### src/rtl/seg_pkg.sv
// Shared definitions for the 7-segment scan receiver: glyph table, FSM states, digit index.
// SEG_SCAN_RX_BCD_EN restricts legal glyphs to 0..9.
package seg_pkg;

  typedef logic [1:0] dig_idx_t;

  typedef enum logic [1:0] {HUNT, COLLECT, CONFIRM} state_t;

  // Index k holds the a..g pattern for nibble k.
  localparam logic [6:0] GLYPH [16] = '{
    7'h3F, 7'h06, 7'h5B, 7'h4F, 7'h66, 7'h6D, 7'h7D, 7'h07,
    7'h7F, 7'h6F, 7'h77, 7'h7C, 7'h39, 7'h5E, 7'h79, 7'h71
  };

`ifdef SEG_SCAN_RX_BCD_EN
  localparam int NGLYPH = 10;
`else
  localparam int NGLYPH = 16;
`endif

  function automatic logic [15:0] bcd_to_bin(input logic [15:0] d);
    return 16'(d[15:12]) * 16'd1000 + 16'(d[11:8]) * 16'd100 +
           16'(d[7:4]) * 16'd10 + 16'(d[3:0]);
  endfunction

endpackage

### src/rtl/seg_pat_dec.sv
// Combinational 7-segment pattern decoder: nibble plus legal flag.
// SEG_SCAN_RX_BCD_EN (via seg_pkg::NGLYPH) makes glyphs A..F illegal.
module seg_pat_dec
  import seg_pkg::*;
(
  input  logic [6:0] i_pat,
  output logic [3:0] o_nib,
  output logic       o_legal
);

  always_comb begin
    o_nib   = 4'd0;
    o_legal = 1'b0;
    for (int k = 0; k < NGLYPH; k++) begin
      if (i_pat == GLYPH[k]) begin
        o_nib   = 4'(k);
        o_legal = 1'b1;
      end
    end
  end

endmodule

### src/rtl/seg_scan_rx.sv
// Receive side of a 4-digit multiplexed 7-segment scan: reassembles frames, confirms
// them after STABLE_FRAMES repeats, flags bad glyphs/order and link timeout.
// SEG_SCAN_RX_BCD_EN publishes the decimal value of a 0..9999 frame instead of raw nibbles.
module seg_scan_rx
  import seg_pkg::*;
#(
  parameter int STABLE_FRAMES = 2,
  parameter int TIMEOUT       = 16
) (
  input  logic        ms_clock,
  input  logic        reset,
  input  logic [1:0]  port,
  input  logic [7:0]  pattern,
  output logic [15:0] number,
  output logic        number_valid,
  output logic        changed,
  output logic        seg_err,
  output logic        seq_err,
  output logic        stale
);

  dig_idx_t    r_port, r_last_port;
  logic [6:0]  r_pat;
  logic        w_samp;
  logic [3:0]  w_nib;
  logic        w_legal;
  logic        w_unused_dp;

  logic        r_s_vld, r_s_legal;
  dig_idx_t    r_s_idx;
  logic [3:0]  r_s_nib;

  logic [15:0] r_idle;
  logic        w_to;

  state_t      r_state;
  dig_idx_t    r_exp, w_exp;
  logic [11:0] r_col;
  logic [15:0] r_frame, r_prev, w_val;
  logic [3:0]  r_stable, w_stab_nx;

  assign w_unused_dp = pattern[7];
  // A sample is one port transition, so slow scans yield one sample per digit.
  assign w_samp      = (r_port != r_last_port);

  seg_pat_dec u_dec (.i_pat(r_pat), .o_nib(w_nib), .o_legal(w_legal));

  always_ff @(posedge ms_clock) begin
    if (reset) begin
      r_port      <= 2'd3;
      r_last_port <= 2'd3;
      r_pat       <= '0;
      r_s_vld     <= 1'b0;
      r_s_legal   <= 1'b0;
      r_s_idx     <= '0;
      r_s_nib     <= '0;
    end else begin
      r_port    <= port;
      r_pat     <= pattern[6:0];
      r_s_vld   <= w_samp;
      r_s_legal <= w_legal;
      r_s_idx   <= r_port;
      r_s_nib   <= w_nib;
      if (w_samp) r_last_port <= r_port;
    end
  end

  always_ff @(posedge ms_clock) begin
    if (reset)                          r_idle <= '0;
    else if (w_samp)                    r_idle <= '0;
    else if (r_idle != 16'(TIMEOUT))    r_idle <= r_idle + 16'd1;
  end

  assign w_to = !w_samp && (r_idle == 16'(TIMEOUT - 1));

  always_comb begin
    w_exp     = (r_state == CONFIRM) ? 2'd0 : r_exp;
    w_stab_nx = (r_frame != r_prev) ? 4'd1 :
                (r_stable == 4'(STABLE_FRAMES)) ? r_stable : r_stable + 4'd1;
`ifdef SEG_SCAN_RX_BCD_EN
    w_val     = bcd_to_bin(r_frame);
`else
    w_val     = r_frame;
`endif
  end

  always_ff @(posedge ms_clock) begin
    if (reset) begin
      r_state      <= HUNT;
      r_exp        <= '0;
      r_col        <= '0;
      r_frame      <= '0;
      r_prev       <= '0;
      r_stable     <= '0;
      number       <= '0;
      number_valid <= 1'b0;
      changed      <= 1'b0;
      seg_err      <= 1'b0;
      seq_err      <= 1'b0;
      stale        <= 1'b0;
    end else begin
      number_valid <= 1'b0;
      changed      <= 1'b0;
      seg_err      <= 1'b0;
      seq_err      <= 1'b0;
      if (w_to) begin
        stale    <= 1'b1;
        r_state  <= HUNT;
        r_stable <= '0;
        r_col    <= '0;
      end else begin
        if (r_state == CONFIRM) begin
          r_stable <= w_stab_nx;
          r_prev   <= r_frame;
          r_state  <= COLLECT;
          r_exp    <= 2'd0;
          if (w_stab_nx == 4'(STABLE_FRAMES)) begin
            number       <= w_val;
            number_valid <= 1'b1;
            changed      <= (w_val != number);
            stale        <= 1'b0;
          end
        end
        // A sample landing in CONFIRM is handled here as the first digit of the next frame.
        if (r_s_vld) begin
          if (!r_s_legal) begin
            seg_err  <= 1'b1;
            r_col    <= '0;
            r_stable <= '0;
            r_state  <= HUNT;
          end else begin
            case (r_state)
              HUNT: begin
                if (r_s_idx == 2'd0) begin
                  r_col   <= {8'h0, r_s_nib};
                  r_exp   <= 2'd1;
                  r_state <= COLLECT;
                end
              end
              COLLECT, CONFIRM: begin
                if (r_s_idx == w_exp) begin
                  case (r_s_idx)
                    2'd0: r_col <= {8'h0, r_s_nib};
                    2'd1: r_col[7:4]  <= r_s_nib;
                    2'd2: r_col[11:8] <= r_s_nib;
                    default: r_frame <= {r_s_nib, r_col};
                  endcase
                  r_exp   <= r_s_idx + 2'd1;
                  r_state <= (r_s_idx == 2'd3) ? CONFIRM : COLLECT;
                end else begin
                  seq_err <= 1'b1;
                  if (r_s_idx == 2'd0) begin
                    r_col   <= {8'h0, r_s_nib};
                    r_exp   <= 2'd1;
                    r_state <= COLLECT;
                  end else begin
                    r_col   <= '0;
                    r_state <= HUNT;
                  end
                end
              end
              default: r_state <= HUNT;
            endcase
          end
        end
      end
    end
  end

endmodule

### config.mk
export PLATFORM = sky130hd
export DESIGN_NAME = seg_scan_rx
export DESIGN_NICKNAME = d
export VERILOG_FILES = /design/src/rtl/seg_pkg.sv /design/src/rtl/seg_pat_dec.sv /design/src/rtl/seg_scan_rx.sv
export SDC_FILE = /design/constraint.sdc
export NUM_CORES = 1
export LEC_CHECK = 0
export ABC_AREA = 1
export CAP_MARGIN = 20
export CORE_MARGIN = 2
export CORE_UTILIZATION = 35
export CTS_CLUSTER_SIZE = 25
export DETAILED_ROUTE_END_ITERATION = 8
export PLACE_DENSITY_LB_ADDON = 0.2
export REMOVE_ABC_BUFFERS = 1
export SYNTH_ARGS = -nofsm -noshare
export SYNTH_HDL_FRONTEND = slang
export SYNTH_HIERARCHICAL = 1
export SYNTH_SLANG_ARGS = --single-unit
### constraint.sdc
create_clock -name ms_clock -period 1.8 [get_ports ms_clock]
set_clock_uncertainty 0.05 [all_clocks]
set_input_delay 0.18 -clock ms_clock [delete_from_list [all_inputs] [get_ports ms_clock]]
set_output_delay 0.18 -clock ms_clock [all_outputs]
set_load 0.005 [all_outputs]
Word-level counts from Yosys, hierarchy flattened --
Cells that the tools add are included.
Cells by class: bitwise operators 7, reductions and logical operators 21, $add $sub $neg 3, equality and inequality tests 34, mux-type cells 64
Operators by type and width (count):
- $eq 7x7->1 const B | 12
- $mux 4 | 15
- $mux 12 | 3
- $ne 16x16->1 | 2
- $mux 2 | 13
- $mux 1 | 24
- $pmux 12 s2 | 1
- $add 16x1->16 const B | 1
- $eq 16x4->1 const B | 1
- $ne 16x5->1 const B | 1
- $pmux 4 s2 | 2
- $eq 7x3->1 const B | 2
- $eq 7x6->1 const B | 2
- $mux 3 | 4
- $reduce_and 4->1 | 3
- $ne 5x4->1 const B | 2
- $reduce_or 3->1 | 3
- $eq 4x2->1 const B | 2
- $pmux 2 s2 | 2
- $not 1->1 | 7
- $eq 2x2->1 const B | 3
- $reduce_and 6->1 | 1
- $reduce_or 2->1 | 3
- $reduce_or 5->1 | 1
- other kinds (15) | 19
Storage, ports and cells: input bits 12, word-level logic and storage cells 151, register bits after elaboration 108

Depth between registers and ports, before layout --
Gate-level depths: netlist (run 1).
word-level depth 17, depth in mapped cells 14, depth with buffers taken out 13

Cells and area by module --
Netlist (run 1), hierarchy kept.
By module, submodules not included:
- seg_scan_rx | cells an instance 701, area each 5056.1 µm², instances 1, sequential area each 2162.1 µm²
- seg_pat_dec | cells an instance 67, area each 335.3 µm², instances 1, sequential area each 0.0 µm²

Least setup slack after synthesis (run 1) --
Ideal clock, no wire load.
path type register to register, from register r_state[0], to register r_col[1], path slack -0.051 ns, cell stages (with the launch flop) 14, path buffers 1, data arrival time 1.673 ns, period minus slack after synthesis 1.851 ns, cells stage by stage dfxtp_1 -> inv_1 -> ha_1 -> inv_2 -> nand2_2 -> xor2_2 -> nand3_4 -> nor2_8 -> nand3_1 -> nand2_1 -> buf_2 -> inv_1 -> nand2_1 -> a21oi_1
On the way: word-level cells in the longest chain between the ends 6, elaborated cells between the ends (all ways) 13, classes of those cells eq/ne (6); mux (4); reduce/logical (3)
RTL lines:
- start: declaration | line seg_scan_rx.sv:36 | state_t r_state;
- start signal: assignment | line seg_scan_rx.sv:149 | r_state <= (r_s_idx == 2'd3) ? CONFIRM : COLLECT;
- $eq 2x2->1 | line seg_scan_rx.sv:77, seg_scan_rx.sv:132
- $mux 2 | line seg_scan_rx.sv:77 | w_exp = (r_state == CONFIRM) ? 2'd0 : r_exp;
- $eq 2x2->1 | line seg_scan_rx.sv:141 | if (r_s_idx == w_exp) begin
- $mux 12 | line seg_scan_rx.sv:141
- $pmux 12 s2 | line seg_scan_rx.sv:132 | case (r_state)
- $mux 12 | line seg_scan_rx.sv:126 | if (!r_s_legal) begin
- end signal: assignment | line seg_scan_rx.sv:135 | r_col <= {8'h0, r_s_nib};
- end signal: assignment | line seg_scan_rx.sv:143 | 2'd0: r_col <= {8'h0, r_s_nib};
- end signal: assignment | line seg_scan_rx.sv:153 | r_col <= {8'h0, r_s_nib};
- end: declaration | line seg_scan_rx.sv:38 | logic [11:0] r_col;
Several ways; a longest one is shown, not always the timed one. A chain may end at the register's enable or synchronous reset.

Worst setup path in the final report (run 1) --
from register r_idle[0], to register number[12]
On the way: word-level cells in the longest chain between the ends 4
RTL lines:
- start: declaration | line seg_scan_rx.sv:33 | logic [15:0] r_idle;
- start signal: assignment | line seg_scan_rx.sv:71 | else if (r_idle != 16'(TIMEOUT)) r_idle <= r_idle + 16'd1;
- $eq 16x4->1 | line seg_scan_rx.sv:74 | assign w_to = !w_samp && (r_idle == 16'(TIMEOUT - 1));
- $logic_and 1x1->1 | line seg_scan_rx.sv:74
- $not 1->1 (no line)
- $reduce_and 3->1 (no line)
- end signal: assignment | line seg_scan_rx.sv:118 | number <= w_val;
- end: declaration | line seg_scan_rx.sv:14 | output logic [15:0] number,
No other way between the ends.

==> impl_metrics.env, run 1 <==
export IMPL_fp_dieArea_sq_mm=0.0164
export IMPL_async_flop_share=0
export IMPL_die_x_um=128
export IMPL_p_total_mw=4.76
export IMPL_die_y_um=128
export IMPL_viasPerCell=4.62
export IMPL_yosys_warnings=6
export IMPL_setup_viol=42
export IMPL_drc_errors=0
export IMPL_synth_area_sq_mm=0.00539
export IMPL_rsz0062_at_grt="yes"
export IMPL_routabilityCongestion=0.835
export IMPL_wl_um=12300
export IMPL_io_buffers=31
export IMPL_cp_end_kind="flip-flop"
export IMPL_layout_drive_gt1_share=0.235
export IMPL_synth_area_per_cell_sq_um=7.02
export IMPL_top_level_ports=33
export IMPL_area_delta_synth_final_pct=32.9
export IMPL_clkSinkCount=108
export IMPL_initial_core_util=0.356
export IMPL_synth_common_cells="nand2_1, dfxtp_1, inv_1, nor2_1, nand3_1"
export IMPL_overflow=0
export IMPL_min_period_ns=1.84
export IMPL_root_buffer="clkbuf_16"
export IMPL_cts_buffer_depth=2
export IMPL_fmax_mhz=543
export IMPL_syn_inst=768
export IMPL_synth_most_common_cell="nand2_1"
export IMPL_path_delay_family="simple AND/OR/NAND/NOR gates"
export IMPL_switching_share=0.247
export IMPL_crit_buf_inv=3
export IMPL_ant_nets=0
export IMPL_grt_start_max_net_pins=49
export IMPL_path_clk_slew_ns=0.08
export IMPL_synth_edf_count=0
export IMPL_p_leak_nw=3.05
export IMPL_vdd_drop_max_uv=473
export IMPL_grt_pass1_wl_um=20400
export IMPL_power_frac_comb=0.068
export IMPL_worst_endpoint_required_ns=2.01
export IMPL_crit_path_start_kind="flip-flop"
export IMPL_synth_top_area_share=0.401
export IMPL_num_rows=45
export IMPL_cts_max_level=3
export IMPL_drv_cap=0
export IMPL_cp_cell_sequence="ha_4, nand2_2, nor2_2, nand2_2, nor2_4, nand3_4, buf_12, nand3_1, clkinv_2, buf_12, nand4_1, nand2_1"
export IMPL_num_vias=4868
export IMPL_finalNetCount=885
export IMPL_grt_antenna_before_repair=0
export IMPL_cts_hold_buf=0
export IMPL_dpl_hpwl_um=8470
export IMPL_slowest_delay_ns=0.36
export IMPL_period_share=1.02
export IMPL_synth_seq_cells=108
export IMPL_track_usage=0.153
export IMPL_cp_max_fo=17
export IMPL_holdWs_ns=0.286
export IMPL_antenna_cells=0
export IMPL_core_area_sq_mm=0.0151
export IMPL_critPathArrivalTime_ns=2.05
export IMPL_cts_made_buffers=9
export IMPL_holdCritPathClass="in2reg"
export IMPL_failed_checks="negative setup slack"
export IMPL_cp_slowest_cell="dfxtp_2"
export IMPL_seq_area_frac_synth=0.401
export IMPL_seq_power_share=0.518
export IMPL_status="complete, but fails checks"
export IMPL_clock_power_share=0.415
export IMPL_first_global_vias=4400
export IMPL_drv_slew=0
export IMPL_cts_tree="yes"
export IMPL_synth_cell_types=40
export IMPL_drtIter0Drc=227
export IMPL_clock_latency_ns=0.36
export IMPL_worstSetupPathType="reg2reg"
export IMPL_slew_limit_headroom=0.790
export IMPL_fill_cells=1522
export IMPL_yosys_most_used_dff="dfxtp_1"
export IMPL_regArea_sq_mm=0.00218
export IMPL_fin_tns_setup_ns=-1.02
export IMPL_ys_top_cells_by_area="dfxtp_1, nand2_1, inv_1, nor2_1, nand3_1"
export IMPL_wire_per_inst_um=11.7
export IMPL_multiInputGateArea_sq_mm=0.00299
export IMPL_switchingPower_mw=1.18
export IMPL_intPower_mw=3.58
export IMPL_hold_viol_final=0
export IMPL_first_pass_iters=4
export IMPL_yosys_area_top_type="dfxtp_1"
export IMPL_power_density_mw_per_mm2=664
export IMPL_worst_pin_slew_ns=0.315
export IMPL_setup_slack_ns=-0.0419
==> repair_timing <==
action	CTS	global route
gates resized for setup	42	55
gates cloned	1	4
setup buffers	9	4
endpoints found under the setup margin	71	78
pin swaps	3	27
==> per-stage QoR <==
step	instances	cell area [sq um]	util	worst slack (ns)
after floorplan	745	5270	-	-0.344
after global placement	1023	6350	0.419	-0.0691
after detailed placement	1023	6350	0.419	-0.0977
after CTS	1049	6890	0.455	-0.0400
after global routing	1053	7160	0.473	-0.169
final	1053	7160	0.473	-0.0419
==> registers in the layout (all words and copies together), names as in the netlist, 4 cells and up <==
name      cells
number       16
r_col        12
r_prev       16
r_s_nib       4
r_pat         7
r_stable      4
r_frame      16
r_idle       16
==> cell families (layout without fill, tap and decap cells) <==
| logic type | Yosys count | after routing | synth area share |
|---|---|---|---|
| and+or+nand+nor | 401 | 401 | 0.350 |
| buffers and inverters | 136 | 233 | 0.101 |
| DFF | 108 | 108 | 0.401 |
| AOI/OAI and AO/OA | 97 | 97 | 0.0954 |
| adders and majority gates | 13 | 13 | 0.0302 |
| xor gates and xnor gates | 13 | 13 | 0.0225 |
==> power groups by stage <==
stage | clock network [mW] | registers (mW) | logic (mW)
2_1_floorplan | 0 | 2.51 | 0.157
3_3_place_gp | 0 | 2.51 | 0.279
3_5_place_dp | 0 | 2.51 | 0.278
4_1_cts | 2.05 | 2.46 | 0.287
5_1_grt | 2.15 | 2.47 | 0.364
6_report | 1.97 | 2.46 | 0.321
==> worst paths after layout <==
check	slack, ns	from	to	cells past startpoint
setup / recovery	-0.04	r_idle[0]	number[12]	12
hold / removal	0.29	pattern[6]	r_pat[6]	3
setup reg to reg	-0.04	r_idle[0]	number[12]	12
hold reg to reg	0.42	r_port[0]	r_s_idx[0]	2
==> worst min-delay path, stage by stage <==
cell and delay (ns):
clkdlybuf4s50_1 0.39, inv_1 0.05, nor2_1 0.03
==> layout make-up <==
type | instances | share of cell area
timing repair buffer | 104 | 0.146
tap | 188 | 0.0328
sequential | 108 | 0.304
multi-input combinational | 524 | 0.417
clock buffer | 10 | 0.0334
clock inverter | 6 | 0.00751
inverter | 113 | 0.0597
==> routing by layer <==
layer | global-route usage | vias to the layer above | part of all wire
li1 | - | 2666 | -
met1 | 0.196 | 2134 | 0.49
met2 | 0.259 | 56 | 0.47
met3 | 0.0326 | 12 | 0.030
met4 | 0.0465 | 0 | 0.012
met5 | 0 | - | 0
==> cell usage in the layout, fill, tap and decap left out, types with 3 or more instances in the layout <==
cell type        count
nand2_1            133
dfxtp_1             96
inv_1               95
nor2_1              92
buf_4               58
nand3_1             51
a21oi_1             41
clkdlybuf4s50_1     31
o21ai_0             30
nand4_1             28
nor3_2              18
inv_2               15
clkbuf_16           14
dfxtp_2             12
nand2_2             11
nor2_2              11
o21ai_1             11
ha_1                11
or2_2               10
nand3_2              9
nor3_1               8
xor2_1               7
buf_12               7
nor2_4               6
xnor2_1              5
nand2_4              4
nor3b_1              4
nor4_1               4
nand3_4              3
and3_1               3
nor3_4               3
o2111ai_1            3
o21a_1               3
buf_6                3
Note: power is estimated with default switching activity, not from simulation.
==> run 2, diff against run 1 <==
--- a/config.mk
+++ b/config.mk
@@ -5,7 +5,7 @@
 export SDC_FILE = /design/constraint.sdc
 export NUM_CORES = 1
 export LEC_CHECK = 0
-export ABC_AREA = 1
+export ABC_AREA = 0
 export CAP_MARGIN = 20
 export CORE_MARGIN = 2
 export CORE_UTILIZATION = 35
==> constraint.sdc (replaced) <==
create_clock -name ms_clock -period 1.8 [get_ports ms_clock]
set_clock_uncertainty 0.05 [all_clocks]
set_input_delay 0.54 -clock ms_clock [delete_from_list [all_inputs] [get_ports ms_clock]]
set_output_delay 0.54 -clock ms_clock [all_outputs]
set_load 0.005 [all_outputs]
==> impl_metrics.env, run 2 <==
export IMPL_yosys_most_used_dff="dfxtp_1"
export IMPL_setup_viol=49
export IMPL_wire_per_inst_um=16.4
export IMPL_cp_depth=10
export IMPL_postPlaceCellArea_sq_mm=0.00655
export IMPL_crit_path_start_kind="flip-flop"
export IMPL_num_vias=5003
export IMPL_timing_rr_end="r_col[9]"
export IMPL_first_global_vias=5011
export IMPL_num_rows=45
export IMPL_final_common_cell="buf_4"
export IMPL_root_buffer="clkbuf_16"
export IMPL_hold_viol_final=0
export IMPL_cp_end_kind="flip-flop"
export IMPL_core_area_sq_mm=0.0151
export IMPL_antenna_cells=0
export IMPL_grt_antenna_before_repair=0
export IMPL_synth_top_area_share=0.400
export IMPL_slowest_delay_ns=0.55
export IMPL_cts_made_buffers=9
export IMPL_fill_cells=1340
export IMPL_yosys_area_top_type="dfxtp_1"
export IMPL_r2r_slack_ns=-0.32
export IMPL_fmax_mhz=471
export IMPL_p_leak_nw=3.30
export IMPL_cp_cell_sequence="inv_2, buf_6, ha_4, o21ba_4, or4_4, a21boi_4, buf_12, clkbuf_16, nand4_1, a21oi_1"
export IMPL_finalNetCount=761
export IMPL_path_clk_slew_ns=0.08
export IMPL_cts_buffer_depth=2
export IMPL_cts_max_level=3
export IMPL_synth_area_sq_mm=0.00541
export IMPL_worst_endpoint_required_ns=2.04
export IMPL_cp_slowest_cell="or4_4"
export IMPL_grt_start_max_net_pins=65
export IMPL_overflow=0
export IMPL_cp_max_fo=5
export IMPL_ant_nets=0
export IMPL_layout_common_cells="buf_4, dfxtp_1, nor2_1"
export IMPL_seq_area_frac_synth=0.400
export IMPL_layout_drive_gt1_share=0.407
export IMPL_clock_latency_ns=0.36
export IMPL_syn_inst=593
export IMPL_failed_checks="negative setup slack"
export IMPL_crit_buf_inv=4
export IMPL_dp_slack_ns=-0.331
export IMPL_async_flop_share=0
export IMPL_path_delay_family="simple AND/OR/NAND/NOR gates"
export IMPL_fp_dieArea_sq_mm=0.0165
export IMPL_drv_cap=0
export IMPL_synth_common_cells="dfxtp_1, a21oi_1, nor2_1, nand4_1, nand3_1"
export IMPL_p_total_mw=4.58
export IMPL_drv_slew=0
export IMPL_drc_errors=0
export IMPL_dpl_hpwl_um=9600
export IMPL_synth_most_common_cell="dfxtp_1"
export IMPL_clkSinkCount=108
export IMPL_synth_cell_types=69
export IMPL_cts_tree="yes"
export IMPL_slew_limit_headroom=0.589
export IMPL_worstSetupPathType="reg2reg"
export IMPL_critPathArrivalTime_ns=2.36
export IMPL_power_density_mw_per_mm2=567
export IMPL_holdCritPathClass="reg2reg"
export IMPL_critPathCapture="r_col[9]"
export IMPL_min_period_ns=2.12
export IMPL_status="complete, but fails checks"
export IMPL_synth_seq_cells=108
export IMPL_die_x_um=128
export IMPL_io_buffers=31
export IMPL_period_share=1.18
export IMPL_drtIter0Drc=272
export IMPL_routabilityCongestion=0.834
export IMPL_cts_hold_buf=0
export IMPL_initial_core_util=0.357
export IMPL_fin_area_sq_mm=0.00808
export IMPL_startpoint="r_state[0]"
export IMPL_r2r_cells=10
export IMPL_synth_area_per_cell_sq_um=9.12
export IMPL_ys_top_cells_by_area="dfxtp_1, a21oi_1, xnor2_1, xor2_1, nand4_1"
export IMPL_worst_pin_slew_ns=0.611
export IMPL_first_pass_iters=4
export IMPL_grt_pass1_wl_um=24600
export IMPL_synth_edf_count=0
export IMPL_setup_slack_ns=-0.325
export IMPL_r2r_start="r_state[0]"
export IMPL_rsz0062_at_grt="yes"
export IMPL_yosys_warnings=6
export IMPL_viasPerCell=5.39
export IMPL_wl_um=15200
export IMPL_area_delta_synth_final_pct=49.5
export IMPL_vdd_drop_max_uv=453
export IMPL_die_y_um=128
export IMPL_top_level_ports=33
export IMPL_track_usage=0.186
## run 2: worst min-delay path by stage
stage | from | end | slack [ns] | depth (start not counted)
floorplan | r_col[10] | r_frame[10] | 0.38 | 2
global placement | r_col[8] | r_frame[8] | 0.41 | 2
detailed placement | r_col[8] | r_frame[8] | 0.41 | 2
CTS | r_col[8] | r_frame[8] | 0.42 | 2
global route | r_col[11] | r_frame[11] | 0.43 | 2
finish | r_col[11] | r_frame[11] | 0.41 | 2
## run 2: per-stage QoR
stage | instances | hold WS [ns] | setup TNS [ns] | util
after CTS | 921 | 0.419 | -9.30 | 0.506
final | 928 | 0.414 | -10.58 | 0.534
after global placement | 873 | 0.407 | -10.81 | 0.432
after global routing | 928 | 0.435 | -15.48 | 0.534
after floorplan | 558 | 0.384 | -15.52 | -
after detailed placement | 873 | 0.412 | -12.12 | 0.432
## run 2: worst register-to-register path, delay by kind of cell (launching register included)
kind	cells	cell delay, ns
AO/OA/AOI/OAI	3	0.46
buffers and inverters	4	0.45
adder cells (fa/ha/maj)	1	0.13
flip-flops	1	0.32
AND/OR/NAND/NOR	2	0.64
## run 2: repair_timing
item	CTS	global route
setup buffers	27	5
gates cloned	6	4
pin swaps	61	42
endpoints found under the hold margin	0	0
setup endpoints to repair	87	86
resized for setup	122	77
## run 2: power by group
part / total [mW] / switching [mW] / internal, mW
combinational: 0.289 / 0.160 / 0.129
clock: 1.86 / 0.916 / 0.940
sequential: 2.44 / 0.0363 / 2.40
total: 4.58 / 1.11 / 3.47
## run 2: logic make-up after synthesis
logic type,share of synthesized area
adders and majority gates,0.0301
and+or+nand+nor,0.218
xor gates and xnor gates,0.0842
DFF,0.400
muxes,0.0375
buffers and inverters,0.0502
AOI/OAI and AO/OA,0.180
## run 2: cell type report
| cell class | count | area [sq um] | share of cell area |
|---|---|---|---|
| inverters | 14 | 55.1 | 0.00681 |
| flip-flops and latches | 108 | 2220 | 0.275 |
| well taps | 188 | 235 | 0.0291 |
| clock buffers | 10 | 229 | 0.0283 |
| clock inverters | 5 | 38.8 | 0.00480 |
| multi-input cells | 437 | 3650 | 0.451 |
| repair buffers | 166 | 1660 | 0.205 |
## run 2: routing by layer
layer,wire (um),up-vias,GRT usage
met5,0,-,0
met4,337,0,0.0763
met3,489,23,0.0230
met2,7570,107,0.313
met1,6840,2428,0.241
li1,-,2445,-
==> run 3, diff against run 2 <==
--- a/config.mk
+++ b/config.mk
@@ -13,6 +13,7 @@
 export DETAILED_ROUTE_END_ITERATION = 8
 export PLACE_DENSITY_LB_ADDON = 0.2
 export REMOVE_ABC_BUFFERS = 1
+export SLEW_MARGIN = 15
 export SYNTH_ARGS = -nofsm -noshare
 export SYNTH_HDL_FRONTEND = slang
 export SYNTH_HIERARCHICAL = 1
==> results of run 3 <==
The final DEF is identical to that of run 2; final timing and power are the same.
